**config.mk**
```make
export PLATFORM = sky130hd
export DESIGN_NAME = pipe_hazard_ctrl
export DESIGN_NICKNAME = d
export VERILOG_FILES = /design/src/rtl/pipe_hazard_ctrl.sv
export SDC_FILE = /design/constraint.sdc
export NUM_CORES = 1
export LEC_CHECK = 0
export BUFFER_PORTS_ARGS = -buffer_cell sky130_fd_sc_hd__buf_2
export CORE_MARGIN = 2
export CORE_UTILIZATION = 41
export DETAILED_ROUTE_END_ITERATION = 6
export GPL_TIMING_DRIVEN = 0
export MAX_ROUTING_LAYER = met4
export PLACE_DENSITY_LB_ADDON = 0.2
export SLEW_MARGIN = 20
export SYNTH_ARGS = -nofsm -noshare
export SYNTH_HDL_FRONTEND = slang
export SYNTH_SLANG_ARGS = --single-unit
```
**constraint.sdc**
```tcl
create_clock -name clk -period 2.1 [get_ports clk]
set_input_delay 0.105 -clock clk [delete_from_list [all_inputs] [get_ports clk]]
set_output_delay 0.105 -clock clk [all_outputs]
set_load 0.01 [all_outputs]
```
**src/rtl/pipe_hazard_ctrl.sv**
```systemverilog
// Pipeline hazard controller: data-memory wait FSM, redirect flush, load-use stall.
// Optional perf counters are built only when PIPE_HAZARD_PERF_CNT_EN is defined.
module pipe_hazard_ctrl #(
  parameter int unsigned TIMEOUT_CYCLES = 256
) (
  input  logic        clk,
  input  logic        rst,
  input  logic [4:0]  id_rs1,
  input  logic [4:0]  id_rs2,
  input  logic        id_rs1_used,
  input  logic        id_rs2_used,
  input  logic        ex_mem_read,
  input  logic        ex_reg_wen,
  input  logic [4:0]  ex_reg_waddr,
  input  logic        ex_redirect,
  input  logic        mem_access,
  input  logic        dmem_ready,
  output logic        dmem_req,
  output logic        pc_stall,
  output logic        if_id_stall,
  output logic        id_ex_stall,
  output logic        ex_mem_stall,
  output logic        if_id_flush,
  output logic        id_ex_flush,
  output logic        mem_wb_bubble,
  output logic        mem_busy,
  output logic        dmem_timeout,
  output logic [31:0] stall_cycles,
  output logic [31:0] flush_count
);

  typedef enum logic {IDLE, MEM_WAIT} state_e;

  localparam int unsigned CW = $clog2(TIMEOUT_CYCLES + 1);
  localparam logic [CW-1:0] TMO = CW'(TIMEOUT_CYCLES);

  state_e          state_q, state_d;
  logic [CW-1:0]   wait_cnt_q, wait_cnt_d;
  logic            timeout_q, timeout_d;
  logic            freeze, redirect, load_use, lu_hit;

  always_ff @(posedge clk) begin
    if (rst) begin
      state_q    <= IDLE;
      wait_cnt_q <= '0;
      timeout_q  <= 1'b0;
    end else begin
      state_q    <= state_d;
      wait_cnt_q <= wait_cnt_d;
      timeout_q  <= timeout_d;
    end
  end

  always_comb begin
    state_d    = state_q;
    wait_cnt_d = wait_cnt_q;
    timeout_d  = timeout_q;
    freeze     = 1'b0;
    dmem_req   = 1'b0;
    case (state_q)
      IDLE: begin
        if (mem_access) begin
          dmem_req = 1'b1;
          if (!dmem_ready) begin
            state_d = MEM_WAIT;
            freeze  = 1'b1;
          end
        end
      end
      MEM_WAIT: begin
        dmem_req = 1'b1;
        if (dmem_ready) begin
          state_d    = IDLE;
          wait_cnt_d = '0;
        end else begin
          freeze = 1'b1;
          // Saturate so the sticky flag cannot be missed on wrap.
          if (wait_cnt_q != TMO) wait_cnt_d = wait_cnt_q + 1'b1;
          if (wait_cnt_d == TMO) timeout_d = 1'b1;
        end
      end
      default: state_d = IDLE;
    endcase
    // Reset abandons any outstanding request immediately.
    if (rst) begin
      dmem_req = 1'b0;
      freeze   = 1'b0;
    end
  end

  assign lu_hit = ex_mem_read && ex_reg_wen && (ex_reg_waddr != 5'd0) &&
                  ((id_rs1_used && (id_rs1 == ex_reg_waddr)) ||
                   (id_rs2_used && (id_rs2 == ex_reg_waddr)));

  // EX is held while frozen, so a redirect there is acted on at release.
  assign redirect = !rst && !freeze && ex_redirect;
  assign load_use = !rst && !freeze && !ex_redirect && lu_hit;

  assign pc_stall      = freeze || load_use;
  assign if_id_stall   = freeze || load_use;
  assign id_ex_stall   = freeze;
  assign ex_mem_stall  = freeze;
  assign mem_wb_bubble = freeze;
  assign if_id_flush   = redirect;
  assign id_ex_flush   = redirect || load_use;
  assign mem_busy      = (state_q == MEM_WAIT);
  assign dmem_timeout  = timeout_q;

`ifdef PIPE_HAZARD_PERF_CNT_EN
  logic [31:0] stall_cycles_q, flush_count_q;

  always_ff @(posedge clk) begin
    if (rst) begin
      stall_cycles_q <= '0;
      flush_count_q  <= '0;
    end else begin
      if (pc_stall) stall_cycles_q <= stall_cycles_q + 32'd1;
      if (if_id_flush || id_ex_flush) flush_count_q <= flush_count_q + 32'd1;
    end
  end

  assign stall_cycles = stall_cycles_q;
  assign flush_count  = flush_count_q;
`else
  assign stall_cycles = 32'd0;
  assign flush_count  = 32'd0;
`endif

endmodule

```
==> out/metrics.yaml, run 1 <==
status: "finished clean"
post-route-drc-count: 0
cts.sinks: 11
cts_buffer_depth: 2
syn_to_final_growth_pct: 34.67
yosys_most_used_dff: "dfxtp_1"
netlist_area_mm2: 0.001400
first_pass_iters: 4
dpl_cell_area_mm2: 0.001859
synth-edff-count: 0
setup-violations-final: 0
drv_slew: 0
cts_htree_levels: 1
whs_path_depth: 3
track_usage_pct: 14.59
whs_endpoint: "wait_cnt_q[8]"
synth_cell_types: 43
cts_resized: 0
path_clk_slew_ps: 70
reg2reg_slack_ps: 330
period_needed_ps: 1786
antenna_cells: 0
drt_iter0_drc: 39
power_density_mw_per_mm2: 318.5
synth-compound-area-share_pct: 14.39
crit_path_end_kind: "output pin"
synthMuxAreaShare_pct: 1.072
coreArea_mm2: 0.003311
layout_common_cells: "67 x buf_4, 64 x conb_1, 37 x buf_2"
crit_required_ps: 2000
fin_setup_tns_ps: 0
synth-xor-area-share_pct: 6.256
dr_total_vias: 1326
nets: 312
grt_pass1_vias: 1124
clkLatencyLatePin_ps: 280
yosys.area_share.simple_pct: 19.66
synth-adder-area-share_pct: 1.787
finalClockSkew_ps: 7.278
synth_seq_cells: 11
rsz0062_at_grt: "no"
final.period_utilization_pct: 85.04
mostFrequentLayoutCell: "buf_4"
root_buffer: "clkbuf_4"
worst_hold_startpoint: "rst"
synthCells: 185
initial_core_util_pct: 42.29
grt_max_degree: 11
path_class: "flip-flop to output pin"
rr_startpoint: "wait_cnt_q[0]"
synth.avg_cell_area_um2: 7.568
die_area_mm2: 0.003898
drv_cap: 0
timing.final.hold_violations: 0
die_w_um: 62.44
async_reset_ff_share_pct: 0
dp.final_hpwl_mm: 2.469
nFillCells: 342
gr-total-overflow: 0
gp_congestion: 0.8118
postLayoutCellArea_mm2: 0.001886
rows: 21
hold_class: "input port to flip-flop"
numPortBuffers: 33
cp_max_fo: 10
routed_via_density: 4.006
die_height_um: 62.44
reg2reg_to: "dmem_timeout"
drive_gt1_share_pct: 39.30
antenna_found_initial: 0
irDropWorstVdd_uv: 141.1
ys_warn_count: 0
io_pins: 98
routed_wl_mm: 2.868
tritoncts: "built"
critPathArrivalTime_ps: 1680
cts_setup_buffers: 0
cts_buffers: 3
wire_per_inst_um: 8.665
grt_first_pass_wirelength_mm: 4.581
cp-start-kind: "flip-flop"
cts_hold_buf: 0
ys_seq_area_share_pct: 15.73
max_freq_ghz: 0.5600
power_mw: 0.6006
r2r_cells: 7
synth_top_family_by_area: "buffers and inverters"
power_leakage_nw: 1.039
ant_nets: 0
[metrics by stage]
step | util, % | hold slack (ps) | instances | worst slack [ps]
final | 56.95 | 174.0 | 331 | 314.2
after global routing | 56.95 | 179.9 | 331 | 109.1
after CTS | 56.95 | 168.6 | 331 | 273.4
after detailed placement | 56.16 | 445.1 | 327 | 357.3
after global placement | 56.16 | 437.6 | 327 | 362.4
after floorplan | - | 303.9 | 248 | 504.6
[power breakdown]
part	switching, mW	internal (mW)
Sequential	0.000830	0.210
Clock	0.0766	0.0737
Combinational	0.116	0.123
[cells in the mapped netlist, types with 2 or more instances]
master	n	share of area (%)
a21oi_1	5	1.8
a22oi_1	2	1.1
and2_1	2	0.89
and3_1	2	0.89
buf_2	4	1.4
buf_4	67	36
clkbuf_1	4	1.1
dfxtp_1	11	16
ha_1	2	1.8
inv_1	5	1.3
nand2_1	9	2.4
nand3_1	2	0.71
nand3b_1	2	1.1
nand4_1	3	1.3
nor2_1	11	2.9
nor3_1	5	1.8
nor4_1	5	2.2
o21a_1	2	1.1
o21ai_0	7	2.5
o21bai_1	3	1.6
or4_1	2	1.1
xnor2_1	2	1.3
xor2_1	8	5.0
[cells by family (layout without fill, tap and decap cells)]
group / Yosys count / after routing
flip-flops: 11 / 11
adder cells (fa/ha/maj): 2 / 2
AO/OA/AOI/OAI: 29 / 29
XOR/XNOR: 10 / 10
other: 1 / 64
multiplexers: 1 / 1
buffers and inverters: 82 / 119
AND/OR/NAND/NOR: 49 / 49
[worst max-delay path, stage by stage, from the launching register on]
cell      delay, ps
dfxtp_1         320
buf_2           190
nor2_1          100
nor3_1          370
o21bai_1        190
buf_4           120
buf_2           110
[worst max path at each step]
stage / endpoint / start
6_report: pc_stall / mem_busy
5_1_grt: pc_stall / mem_busy
4_1_cts: pc_stall / mem_busy
3_5_place_dp: dmem_timeout / wait_cnt_q[0]
3_3_place_gp: dmem_timeout / wait_cnt_q[0]
2_1_floorplan: dmem_timeout / wait_cnt_q[0]
[cell type report]
type                    instances  area, um2  area share, %
plain buffers                  76      549.3          29.13
clock buffers                   4      26.28          1.393
inverters                       6      22.52          1.194
multi-input cells             155      844.6          44.79
flip-flops and latches         11      220.2          11.68
well taps                      46      57.56          3.052
repair buffers                 33      165.2          8.759
[state kept, by name (all words and copies together) (netlist names)]
| register | flops |
|---|---|
| wait_cnt_q | 9 |
| dmem_timeout | 1 |
| mem_busy | 1 |
[per-layer routing]
| metal | global-route usage [%] | vias up | wire length, um |
|---|---|---|---|
| met2 | 25.67 | 84 | 1373 |
| li1 | - | 703 | - |
| met3 | 2.883 | 5 | 348 |
| met5 | - | - | 0 |
| met4 | 5.000 | 0 | 35 |
| met1 | 16.48 | 534 | 1110 |
Power figures use the tool's default switching activity.
==> run 2: changes to the inputs <==
--- a/config.mk
+++ b/config.mk
@@ -10,7 +10,6 @@
 export CORE_UTILIZATION = 41
 export DETAILED_ROUTE_END_ITERATION = 6
 export GPL_TIMING_DRIVEN = 0
-export MAX_ROUTING_LAYER = met4
 export PLACE_DENSITY_LB_ADDON = 0.2
 export SLEW_MARGIN = 20
 export SYNTH_ARGS = -nofsm -noshare
==> out/metrics.yaml, run 2 (same netlist as run 1, synthesis figures left out) <==
path_class: "flip-flop to output pin"
swShare_pct: 32.26
critPathArrivalTime_ps: 1680
cp-start-kind: "flip-flop"
cts_hold_buf: 0
routed_wl_mm: 2.867
tritoncts: "built"
drv_cap: 0
hold_ws_ps: 173.8
path_clk_slew_ps: 70
layout_common_cells: "67 x buf_4, 64 x conb_1, 37 x buf_2"
r2r_cells: 7
nets: 312
top_register: "wait_cnt_q"
grt_busiest_layer: "met2"
internal-power_mw: 0.4068
first_pass_iters: 4
drv_slew: 0
antenna_found_initial: 0
setup.worst_path.start: "mem_busy"
post-route-drc-count: 0
cts_htree_levels: 1
switchingPower_mw: 0.1938
wire_per_inst_um: 8.662
cts_buffers: 3
cts.sinks: 11
largest_reg_flops: 9
gr-total-overflow: 0
cts_resized: 0
status: "finished clean"
io_pins: 98
rsz0062_at_grt: "no"
numPortBuffers: 33
p_seq_share_pct: 35.1
drive_gt1_share_pct: 39.30
timing.final.hold_violations: 0
rr_startpoint: "wait_cnt_q[0]"
rows: 21
initial_core_util_pct: 42.29
irDropWorstVdd_uv: 141.1
die_area_mm2: 0.003898
dp.cells: 327
final.period_utilization_pct: 85.04
stdcell_count: 331
routed_via_density: 4.006
drt_iter0_drc: 39
dp.final_hpwl_mm: 2.469
crit_path_end_kind: "output pin"
grt_max_degree: 11
power_density_mw_per_mm2: 318.5
max_freq_ghz: 0.5600
power_frac_comb_pct: 39.8
grt_first_pass_wirelength_mm: 4.581
hold_class: "input port to flip-flop"
use_met2_pct: 25.67
cts_setup_buffers: 0
p_clk_share_pct: 25.0
antenna_cells: 0
ant_nets: 0
setup-violations-final: 0
root_buffer: "clkbuf_4"
finalClockSkew_ps: 7.278
clkLatencyLatePin_ps: 280
crit_required_ps: 2000
dr_total_vias: 1326
reg2reg_to: "dmem_timeout"
fin_setup_tns_ps: 0
track_usage_pct: 14.19
cp_max_fo: 10
die_height_um: 62.44
coreArea_mm2: 0.003311
crit_path_end: "pc_stall"
die_w_um: 62.44
met1_usage_pct: 16.15
gp_congestion: 0.8002
mostFrequentLayoutCell: "buf_4"
syn_to_final_growth_pct: 34.67
cts_buffer_depth: 2
power_leakage_nw: 1.039
met3_usage_pct: 3.423
reg2reg_slack_ps: 330
grt_pass1_vias: 1124
period_needed_ps: 1786
## run 2: cell counts in the layout (fill, tap and decap cells not counted)
Identical to the previous run, type by type.
## run 2: worst min-delay path by stage
stage	from	endpoint	slack, ps	cells past startpoint
after global routing	rst	wait_cnt_q[8]	180	3
after floorplan	rst	wait_cnt_q[8]	300	2
after global placement	dmem_timeout	dmem_timeout	440	2
final	rst	wait_cnt_q[8]	170	3
after detailed placement	dmem_timeout	dmem_timeout	450	2
after CTS	rst	wait_cnt_q[8]	170	3
## run 2: layer usage
metal	part of all wire [%]	vias up
li1	-	703
met1	38	534
met2	48	84
met3	13	5
met4	1.2	0
met5	0	-
## run 2: area by class of cell
cell class              instances  area (um2)
fillers                       342        1425
multi-input cells             155       844.6
plain buffers                  76       549.3
flip-flops and latches         11       220.2
repair buffers                 33       165.2
well taps                      46       57.56
clock buffers                   4       26.28
inverters                       6       22.52
## run 2: power by group through the flow
stage	clock network, mW	logic [mW]	registers (mW)
after floorplan	0	0.189	0.216
after global placement	0	0.234	0.216
after detailed placement	0	0.235	0.216
after CTS	0.156	0.235	0.211
after global routing	0.168	0.262	0.211
final	0.150	0.239	0.211
## run 2: metrics by stage
step | cell area, um2 | power (mW) | worst slack, ps | util, %
after CTS | 1886 | 0.6021 | 273.4 | 56.95
after detailed placement | 1859 | 0.4507 | 357.3 | 56.16
after global routing | 1886 | 0.6419 | 109.1 | 56.95
after floorplan | 1637 | 0.4054 | 504.6 | -
after global placement | 1859 | 0.4496 | 362.4 | 56.16
final | 1886 | 0.6006 | 314.2 | 56.95
## run 2: critical path: stages, from the launching register on
cell      delay (ps)
dfxtp_1          320
buf_2            190
nor2_1           100
nor3_1           370
o21bai_1         190
buf_4            120
buf_2            110
==> run 3: changes to the inputs <==
==> constraint.sdc (replaced) <==
create_clock -name clk -period 2.1 [get_ports clk]
set_input_delay 0.42 -clock clk [delete_from_list [all_inputs] [get_ports clk]]
set_output_delay 0.42 -clock clk [all_outputs]
set_load 0.01 [all_outputs]
==> out/metrics.yaml, run 3 (same netlist as run 1, synthesis figures left out) <==
status: "finished clean"
dpl_worst_slack_ps: -7.463
tritoncts: "built"
post-route-drc-count: 0
cts_buffers: 3
setup.worst_path.start: "ex_reg_waddr[2]"
dr_total_vias: 1321
drive_gt1_share_pct: 41.26
period_needed_ps: 2037
path_clk_slew_ps: 80
io_pins: 98
drt_iter0_drc: 26
cts.sinks: 11
die_area_mm2: 0.003898
rsz0062_at_grt: "no"
max_freq_ghz: 0.4909
wire_per_inst_um: 8.828
die_height_um: 62.44
crit_path_end_kind: "output pin"
critPathArrivalTime_ps: 1620
syn_to_final_growth_pct: 38.43
routed_wl_mm: 2.931
top_register: "wait_cnt_q"
drv_cap: 0
hold_class: "flip-flop to flip-flop"
timing.final.hold_violations: 0
cts_buffer_depth: 2
largest_reg_flops: 9
root_buffer: "clkbuf_4"
setup_ws_ps: 63.12
gr-total-overflow: 0
coreArea_mm2: 0.003311
cts_htree_levels: 1
rows: 21
mostFrequentLayoutCell: "buf_4"
irDropWorstVdd_uv: 148.2
initial_core_util_pct: 42.29
cp-start-kind: "input port"
path_class: "input port to output pin"
ant_nets: 0
final.period_utilization_pct: 96.99
dp.cells: 327
grt_first_pass_wirelength_mm: 4.678
nFillCells: 335
first_pass_iters: 5
track_usage_pct: 14.45
layout_common_cells: "69 x buf_4, 64 x conb_1, 34 x buf_2"
antenna_found_initial: 0
clkLatencyLatePin_ps: 280
gp_congestion: 0.8002
stdcell_count: 332
cts_hold_buf: 0
drv_slew: 0
routed_via_density: 3.979
rr_startpoint: "wait_cnt_q[0]"
worst_hold_startpoint: "dmem_timeout"
grt_max_degree: 11
numPortBuffers: 33
dp.final_hpwl_mm: 2.469
nets: 313
grt_pass1_vias: 1140
die_w_um: 62.44
power_density_mw_per_mm2: 315.0
cp_max_fo: 3
crit_required_ps: 1680
power_leakage_nw: 1.051
setup-violations-final: 0
finalClockSkew_ps: 6.913
antenna_cells: 0
[run 3: power by group]
group,switching (mW),internal [mW]
combinational,0.121,0.128
sequential,0.000879,0.210
clock,0.0765,0.0737
[run 3: final timing paths]
check | slack (ps) | depth (start not counted) | to
max | 60 | 6 | id_ex_flush
min | 460 | 2 | dmem_timeout
max reg2reg | 330 | 7 | dmem_timeout
min reg2reg | 460 | 2 | dmem_timeout
[run 3: cell type report]
cell class	instances	area, um2	share of cell area [%]
sequential	11	220.2	11.36
tap	46	57.56	2.970
inverter	6	22.52	1.162
clock buffer	4	26.28	1.356
multi-input combinational	155	874.6	45.13
timing repair buffer	35	192.7	9.942
buffer	75	544.3	28.08
[run 3: through the flow]
step / cell area (um2) / setup TNS [ps] / hold WS, ps / power, mW / util, %
floorplan: 1637 / 0 / 493.8 / 0.4054 / -
global placement: 1859 / 0 / 437.6 / 0.4496 / 56.16
detailed placement: 1859 / -7.463 / 445.1 / 0.4507 / 56.16
CTS: 1908 / 0 / 463.4 / 0.6062 / 57.63
global route: 1938 / 0 / 479.2 / 0.6527 / 58.54
finish: 1938 / 0 / 459.4 / 0.6104 / 58.54
[run 3: critical path, cell delays in order]
cell and delay (ps):
buf_2 130, or4_4 510, o211ai_1 220, buf_4 140, o21bai_1 60, buf_2 140
[run 3: what timing repair did]
item | CTS | global route
cloned | 0 | 0
setup endpoints to repair | 1 | 3
gates resized for setup | 3 | 8
setup buffers | 1 | 1
pin swaps | 2 | 6
[run 3: metal layers]
metal | vias to the layer above | part of all wire, % | GRT usage [%]
met5 | - | 0 | 0
met4 | 0 | 1.2 | 5.000
met3 | 5 | 11 | 3.423
met2 | 70 | 48 | 26.08
met1 | 546 | 40 | 16.59
li1 | 700 | - | -
